--- src/rtl/result_bcd_display.sv ---
// Converts a 20-bit binary result to six BCD digits and 7-segment patterns.
// Optional `LEADING_ZERO_BLANK_EN blanks zero digits above the top nonzero digit.
module result_bcd_display #(
   parameter bit SEG_ACTIVE_LOW = 1'b1
) (
   input  logic        clk,
   input  logic        rst,
   input  logic [19:0] value,
   input  logic        start,
   output logic        busy,
   output logic        done,
   output logic [23:0] bcd,
   output logic        overflow,
   output logic [6:0]  hex0,
   output logic [6:0]  hex1,
   output logic [6:0]  hex2,
   output logic [6:0]  hex3,
   output logic [6:0]  hex4,
   output logic [6:0]  hex5
);

   typedef enum logic [1:0] {
      IDLE,
      SHIFT,
      DONE
   } state_t;

   // Segment tables are written active-low; POL flips them for active-high boards.
   localparam logic [6:0] POL  = SEG_ACTIVE_LOW ? 7'h00 : 7'h7F;
   localparam logic [6:0] DASH = 7'h3F ^ POL;
`ifdef LEADING_ZERO_BLANK_EN
   localparam logic [6:0] BLANK = 7'h7F ^ POL;
`endif

   state_t      state;
   logic [47:0] sr;
   logic [47:0] nxt;
   logic [4:0]  cnt;
   logic [41:0] hex_r;

   function automatic logic [47:0] dabble(input logic [47:0] s);
      logic [47:0] t;
      t = s;
      for (int i = 0; i < 7; i++) begin
         if (t[20+4*i +: 4] >= 4'd5)
            t[20+4*i +: 4] = t[20+4*i +: 4] + 4'd3;
      end
      return {t[46:0], 1'b0};
   endfunction

   function automatic logic [6:0] seg(input logic [3:0] d);
      logic [6:0] p;
      case (d)
         4'd0:    p = 7'h40;
         4'd1:    p = 7'h79;
         4'd2:    p = 7'h24;
         4'd3:    p = 7'h30;
         4'd4:    p = 7'h19;
         4'd5:    p = 7'h12;
         4'd6:    p = 7'h02;
         4'd7:    p = 7'h78;
         4'd8:    p = 7'h00;
         4'd9:    p = 7'h10;
         default: p = 7'h7F;
      endcase
      return p ^ POL;
   endfunction

   function automatic logic [41:0] render(
      input logic [23:0] b,
      input logic        ovf
   );
      logic [41:0] h;
      logic [3:0]  d;
`ifdef LEADING_ZERO_BLANK_EN
      logic        lead;
      lead = 1'b1;
`endif
      h = '0;
      for (int i = 5; i >= 0; i--) begin
         d = b[4*i +: 4];
         h[7*i +: 7] = ovf ? DASH : seg(d);
`ifdef LEADING_ZERO_BLANK_EN
         if (!ovf && lead && i != 0 && d == 4'd0)
            h[7*i +: 7] = BLANK;
         else if (d != 4'd0)
            lead = 1'b0;
`endif
      end
      return h;
   endfunction

   assign nxt = dabble(sr);

   always_ff @(posedge clk or posedge rst) begin
      if (rst) begin
         state    <= IDLE;
         sr       <= '0;
         cnt      <= '0;
         busy     <= 1'b0;
         done     <= 1'b0;
         bcd      <= '0;
         overflow <= 1'b0;
         hex_r    <= render(24'h0, 1'b0);
      end else begin
         done <= 1'b0;
         case (state)
            IDLE: begin
               if (start) begin
                  sr    <= {28'b0, value};
                  cnt   <= '0;
                  busy  <= 1'b1;
                  state <= SHIFT;
               end
            end
            SHIFT: begin
               sr  <= nxt;
               cnt <= cnt + 5'd1;
               // Last iteration: publish the freshly shifted result directly.
               if (cnt == 5'd19) begin
                  busy     <= 1'b0;
                  done     <= 1'b1;
                  bcd      <= nxt[43:20];
                  overflow <= |nxt[47:44];
                  hex_r    <= render(nxt[43:20], |nxt[47:44]);
                  state    <= DONE;
               end
            end
            DONE: state <= IDLE;
            default: begin
               busy  <= 1'b0;
               state <= IDLE;
            end
         endcase
      end
   end

   assign hex0 = hex_r[6:0];
   assign hex1 = hex_r[13:7];
   assign hex2 = hex_r[20:14];
   assign hex3 = hex_r[27:21];
   assign hex4 = hex_r[34:28];
   assign hex5 = hex_r[41:35];

endmodule

--- config.mk ---
export PLATFORM = sky130hd
export DESIGN_NAME = result_bcd_display
export DESIGN_NICKNAME = d
export VERILOG_FILES = /design/src/rtl/result_bcd_display.sv
export SDC_FILE = /design/constraint.sdc
export NUM_CORES = 1
export LEC_CHECK = 0
export BUFFER_PORTS_ARGS = -buffer_cell sky130_fd_sc_hd__buf_2
export CORE_ASPECT_RATIO = 1.2
export CORE_UTILIZATION = 35
export CTS_CLUSTER_DIAMETER = 200
export DETAILED_ROUTE_END_ITERATION = 6
export MAX_ROUTING_LAYER = met4
export PLACE_DENSITY = 0.55
export SLEW_MARGIN = 20
export SYNTH_ARGS = -nofsm -noshare
export SYNTH_HDL_FRONTEND = slang
export SYNTH_SLANG_ARGS = --single-unit
--- constraint.sdc ---
create_clock -name clk -period 5.9 [get_ports clk]
set_input_delay 0.295 -clock clk [delete_from_list [all_inputs] [get_ports clk]]
set_output_delay 0.295 -clock clk [all_outputs]
set_load 0.1 [all_outputs]
After elaboration in Yosys (flattened, before gate mapping)
Memories as Yosys holds them, arrays and structs flattened.
Cells that the tools add are included.
{"block": "op_classes", "add_sub_neg": 8, "div_mod_pow": 0, "n_eq_ne": 5, "n_reduce_logical": 7, "mul": 0, "muxes": 25, "n_lt_le_gt_ge": 7, "shift": 0, "n_bitwise": 1}
{"op": "case mux 48 bit (2 select lines)", "count": 1}
{"op": "two-way mux 48 bit", "count": 1}
{"op": "two-way mux 7 bit", "count": 6}
{"op": ">= comparator 4 x 3 -> 1 bit (second input constant)", "count": 7}
{"op": "adder 4 x 2 -> 4 bit (second input constant)", "count": 6}
{"op": "two-way mux 4 bit", "count": 6}
{"op": "case mux 5 bit (2 select lines)", "count": 1}
{"op": "AND reduction 2 bit", "count": 3}
{"op": "adder 5 x 1 -> 5 bit (second input constant)", "count": 1}
{"op": "equality test 5 bit (second input constant)", "count": 1}
{"op": "two-way mux 5 bit", "count": 1}
{"op": "two-way mux 1 bit", "count": 4}
{"op": "two-way mux 2 bit", "count": 2}
{"op": "!= test 2 bit (second input constant)", "count": 2}
{"op": "case mux 2 bit (2 select lines)", "count": 1}
{"op": "OR reduction 4 bit", "count": 1}
{"op": "adder 3 x 2 -> 3 bit (second input constant)", "count": 1}
{"op": "two-way mux 3 bit", "count": 1}
{"op": "case mux 1 bit (3 select lines)", "count": 1}
{"op": "AND reduction 3 bit", "count": 1}
{"op": "equality test 2 x 1 -> 1 bit (second input constant)", "count": 1}
{"op": "equality test 2 bit (second input constant)", "count": 1}
{"op": "zero test 2 bit", "count": 1}
{"op": "nonzero test 2 bit", "count": 1}
{"op": "NOT 1 bit", "count": 1}
{"block": "totals", "input_bits": 23, "mem_count": 6, "regBits": 124, "ramBits": 0, "rom_bits": 672, "latchBits": 0, "output_inout_bits": 69, "word_cells": 67}
{"name": "(no name shown)", "words": 16, "word_bits": 7, "rd": 1, "rd_clocked_by_memory_dff": 0, "write_ports": 0, "line_no": "53", "source": "case (d)"}
{"name": "(no name shown)", "words": 16, "word_bits": 7, "rd": 1, "rd_clocked_by_memory_dff": 0, "write_ports": 0, "line_no": "53"}
{"name": "(no name shown)", "words": 16, "word_bits": 7, "rd": 1, "rd_clocked_by_memory_dff": 0, "write_ports": 0, "line_no": "53"}
{"name": "(no name shown)", "words": 16, "word_bits": 7, "rd": 1, "rd_clocked_by_memory_dff": 0, "write_ports": 0, "line_no": "53"}
{"name": "(no name shown)", "words": 16, "word_bits": 7, "rd": 1, "rd_clocked_by_memory_dff": 0, "write_ports": 0, "line_no": "53"}
{"name": "(no name shown)", "words": 16, "word_bits": 7, "rd": 1, "rd_clocked_by_memory_dff": 0, "write_ports": 0, "line_no": "53"}

Longest topological paths before layout
{"block": "depth", "ltp_word": 4, "mapped_depth": 10, "ltp_nobuf": 10}

Least setup slack after synthesis
OpenSTA, ideal clock, no wires.
{"block": "synth_timing", "path_kind": "register to register", "startpoint": "register sr[36]", "endpoint": "register hex_r[33]", "setup_slack_ps": 3694, "setup_time_ps": 126, "t_arrival_ps": 2080, "stages_incl_launch_ff": 10, "path_buffers": 0, "required_ps": 5774, "synth_period_minus_slack_ps": 2206, "path_cell_list": "dfrtp_1 ha_1 nand2b_1 a21oi_1 xnor2_1 inv_1 ha_1 nor3_1 a311oi_1 o32a_1"}
{"block": "synth_between", "elab_chain_len": 4, "word_cells_on_any_way": 5, "cone_classes": "1 x add/sub; 1 x order compare; 2 x mux; 1 x memory"}
{"element": "from (decl)", "line_no": "36", "source": "logic [47:0] sr;"}
{"element": "from (signal assigned)", "line_no": "110", "source": "sr <= {28'b0, value};"}
{"element": "from (signal assigned)", "line_no": "117", "source": "sr <= nxt;"}
{"element": "adder 4 x 2 -> 4 bit / >= comparator 4 x 3 -> 1 bit (equally long branches)", "line_no": "46, 45"}
{"element": "two-way mux 4 bit (*)", "line_no": "45", "source": "if (t[20+4*i +: 4] >= 4'd5)"}
{"element": "via nxt[37]", "line_no": "37", "source": "logic [47:0] nxt;"}
{"element": "memory read (16 x 7 bit) (*)"}
{"element": "two-way mux 7 bit (*)", "line_no": "82", "source": "h[7*i +: 7] = ovf ? DASH : seg(d);"}
{"element": "to (signal assigned)", "line_no": "104", "source": "hex_r <= render(24'h0, 1'b0);"}
{"element": "to (signal assigned)", "line_no": "125", "source": "hex_r <= render(nxt[43:20], |nxt[47:44]);"}
{"element": "to (decl)", "line_no": "39", "source": "logic [41:0] hex_r;"}
Mark *: on every way through the listed nets, which the timed path passes. The rest lies on a longest branch.
A chain may end at the register's enable or synchronous reset.

Final worst setup path
{"block": "layout_timing", "startpoint": "register state[0]", "endpoint": "register hex_r[31]"}
{"block": "layout_between", "elab_chain_len": 2}
{"element": "from (decl)", "line_no": "35", "source": "state_t state;"}
{"element": "from (signal assigned)", "line_no": "97", "source": "state <= IDLE;"}
{"element": "from (signal assigned)", "line_no": "113", "source": "state <= SHIFT;"}
{"element": "from (signal assigned)", "line_no": "126", "source": "state <= DONE;"}
{"element": "equality test 2 x 1 -> 1 bit", "line_no": "107", "source": "case (state)"}
{"element": "AND reduction 2 bit (no source line)"}
No other way between the ends.

==> flow_summary.toml <==
[setup_path]
cp_data_required_time_ns = 6.20
critPathMaxFanout = 32
r2r_slack_ns = 3.01
critPathLaunchType = "flip-flop"
cp-end-kind = "flip-flop"
crit_chain = "nor2b_1 -> buf_4 -> and4b_1 -> o2111a_2 -> nand2_2 -> o41a_1"
crit_arrival_ns = 3.19
max_stage_delay_ns = 0.90
slowest_stage = "dfrtp_1"
path_class = "flip-flop to flip-flop"

[cts]
h-tree-depth = 4
cts_buffer_depth = 2
clkTransAtPathRegs_ns = 0.06
clockRootBuffer = "clkbuf_16"
insertion_delay_ns = 0.42
clock_sink_count = 124
postCtsHoldBufs = 0
cts_tree = "done"
post-cts-setup-buffers = 0
ctsResizeCount = 0
numCtsBuffers = 17

[drt]
ant_nets = 0
routed_wl_mm = 15.6
route.detailed.drc = 1
vias_per_cell = 5.41
vias = 5438
drtIter0Drc = 305
wl_per_cell_um = 15.5
drt_first_pass_iters = 7

[yosys]
ys_async_sr_fraction = 1.00
syn_area_per_cell_um2 = 9.30
syn_inst = 696
synth.most_common_cell = "dfrtp_1"
synthTopCellsByCount = "118 x dfrtp_1, 99 x nand2_1, 99 x o21ai_0"
synth_cell_types = 57
synthTopCellsByArea = "dfrtp_1 46%, o21ai_0 7.7%, nand2_1 5.7%"
syn_nets = 741
synth-edff-count = 0
synth_area_um2 = 6470
ys_seq_elements = 124
synthFlopType = "dfrtp_1"
synth_seq_area_share = 0.480
synth_largest_area_cell = "dfrtp_1"
synth_top_area_share = 0.456
yosysWarnings = 0

[grt]
grt_busiest_layer = "met2"
grt_pass1_wl_mm = 26.0
grt_pass1_vias = 5181
antenna_found_initial = 0
grt_max_degree = 75
grtUsageMet3 = 0.0392
grt_use_total = 0.177
grt-ovfl-total = 0
met2_usage = 0.283
grtUsageMet1 = 0.219

[die]
io_pins = 92
dieArea_um2 = 19100
rows = 54
die_h_um = 151
die_x_um = 126
core_um2 = 18200
start_util = 0.356

[sta]
post-route-period-util = 0.490
worst_pin_slew_ns = 0.915
tns_ns = 0
rsz0062_at_grt = "no"
hold_violations = 0
max_freq_mhz = 346
min_period_ns = 2.89
skew_ns = 0.00746
slew_headroom = 0.389
holdWs_ns = 0.0711
setup_viol = 0
slew_viol_final = 0

[cells_and_area]
layout-drive-gt1-share = 0.192
area_growth_pct = 18.6
num_antenna_cells = 0
nets = 814
finish.utilization = 0.422

[flow_run]
maxCapViolCount = 0

[place]
place_congestion = 0.859
dpl.hpwl_mm = 10.9
port_buffers = 91

[min_path]
hp-class = "input port to asynchronous set/reset pin"

[run_status]
violations = "DRC"
outcome = "finished, violations left"
==> area by class of cell <==
class                      count  area, µm²
tap                          224        280
timing repair buffer          97        500
clock buffer                  26        509
multi-input combinational    498       3080
sequential                   124       3110
clock inverter                 6       82.6
inverter                      31        119
fill                        1761      10500
==> placed cells by master, fill, tap and decap left out, types with 3 or more instances in the layout <==
cell       instances
o22a_1            17
o21ai_0           99
o2bb2a_1           4
nor2_1            20
clkbuf_16         17
nor3_1            33
dfstp_2            6
buf_4              6
buf_2             91
a311oi_1           5
nor2b_1           19
clkbuf_8           5
or2_2              6
o32a_1            12
clkinv_2           3
a22oi_1           12
a211o_1            5
inv_1             30
nor3b_1            4
a21oi_1           39
nand2b_1          16
ha_1              22
and3b_1            7
dfrtp_1          118
o21a_1             9
and3_1            13
a2bb2oi_1          4
clkbuf_1           4
o211ai_2           4
o31ai_1            7
nand2_1           98
a211oi_1           7
==> worst max-delay path: cells and delay by family (launching register included) <==
kind	cells	cell delay, ns
AO/OA/AOI/OAI	2	0.85
buffers and inverters	1	0.26
AND/OR/NAND/NOR	3	0.77
flip-flops	1	0.90
==> routing by layer <==
layer	share of wire	vias to the layer above
met2	0.49	126
met1	0.46	2636
met3	0.039	17
met5	0	-
li1	-	2659
met4	0.016	0
==> sequential cells by signal, indices dropped and copies added (netlist names) <==
name and count:
sr 48, hex_r 42, bcd 24, cnt 5, state 2, busy 1, done 1, overflow 1
==> logic make-up after synthesis <==
| group | synth area share |
|---|---|
| buffers and inverters | 0.0454 |
| adder cells (fa/ha/maj) | 0.0425 |
| AO/OA/AOI/OAI | 0.246 |
| flip-flops | 0.480 |
| XOR/XNOR | 0.0104 |
| AND/OR/NAND/NOR | 0.175 |
==> final timing paths <==
path | start | to | cells after the start
setup / recovery | state[0] | hex_r[31] | 6
hold / removal | rst | hex_r[3] | 2
setup reg to reg | state[0] | hex_r[31] | 6
hold reg to reg | bcd[14] | bcd[14] | 2
max in group asynchronous | rst | sr[37] | 3
min in group clk | value[0] | sr[0] | 2
==> metrics by stage <==
| step | setup WS [ns] | area [µm²] | instances |
|---|---|---|---|
| after floorplan | 2.32 | 6470 | 696 |
| after global placement | 3.03 | 7090 | 974 |
| after detailed placement | 2.96 | 7090 | 974 |
| after CTS | 2.97 | 7680 | 1006 |
| after global routing | 2.79 | 7680 | 1006 |
| final | 3.01 | 7680 | 1006 |
Power is not shown: default switching activity piles up to over one toggle a cycle in this logic, so the estimate is an artifact.
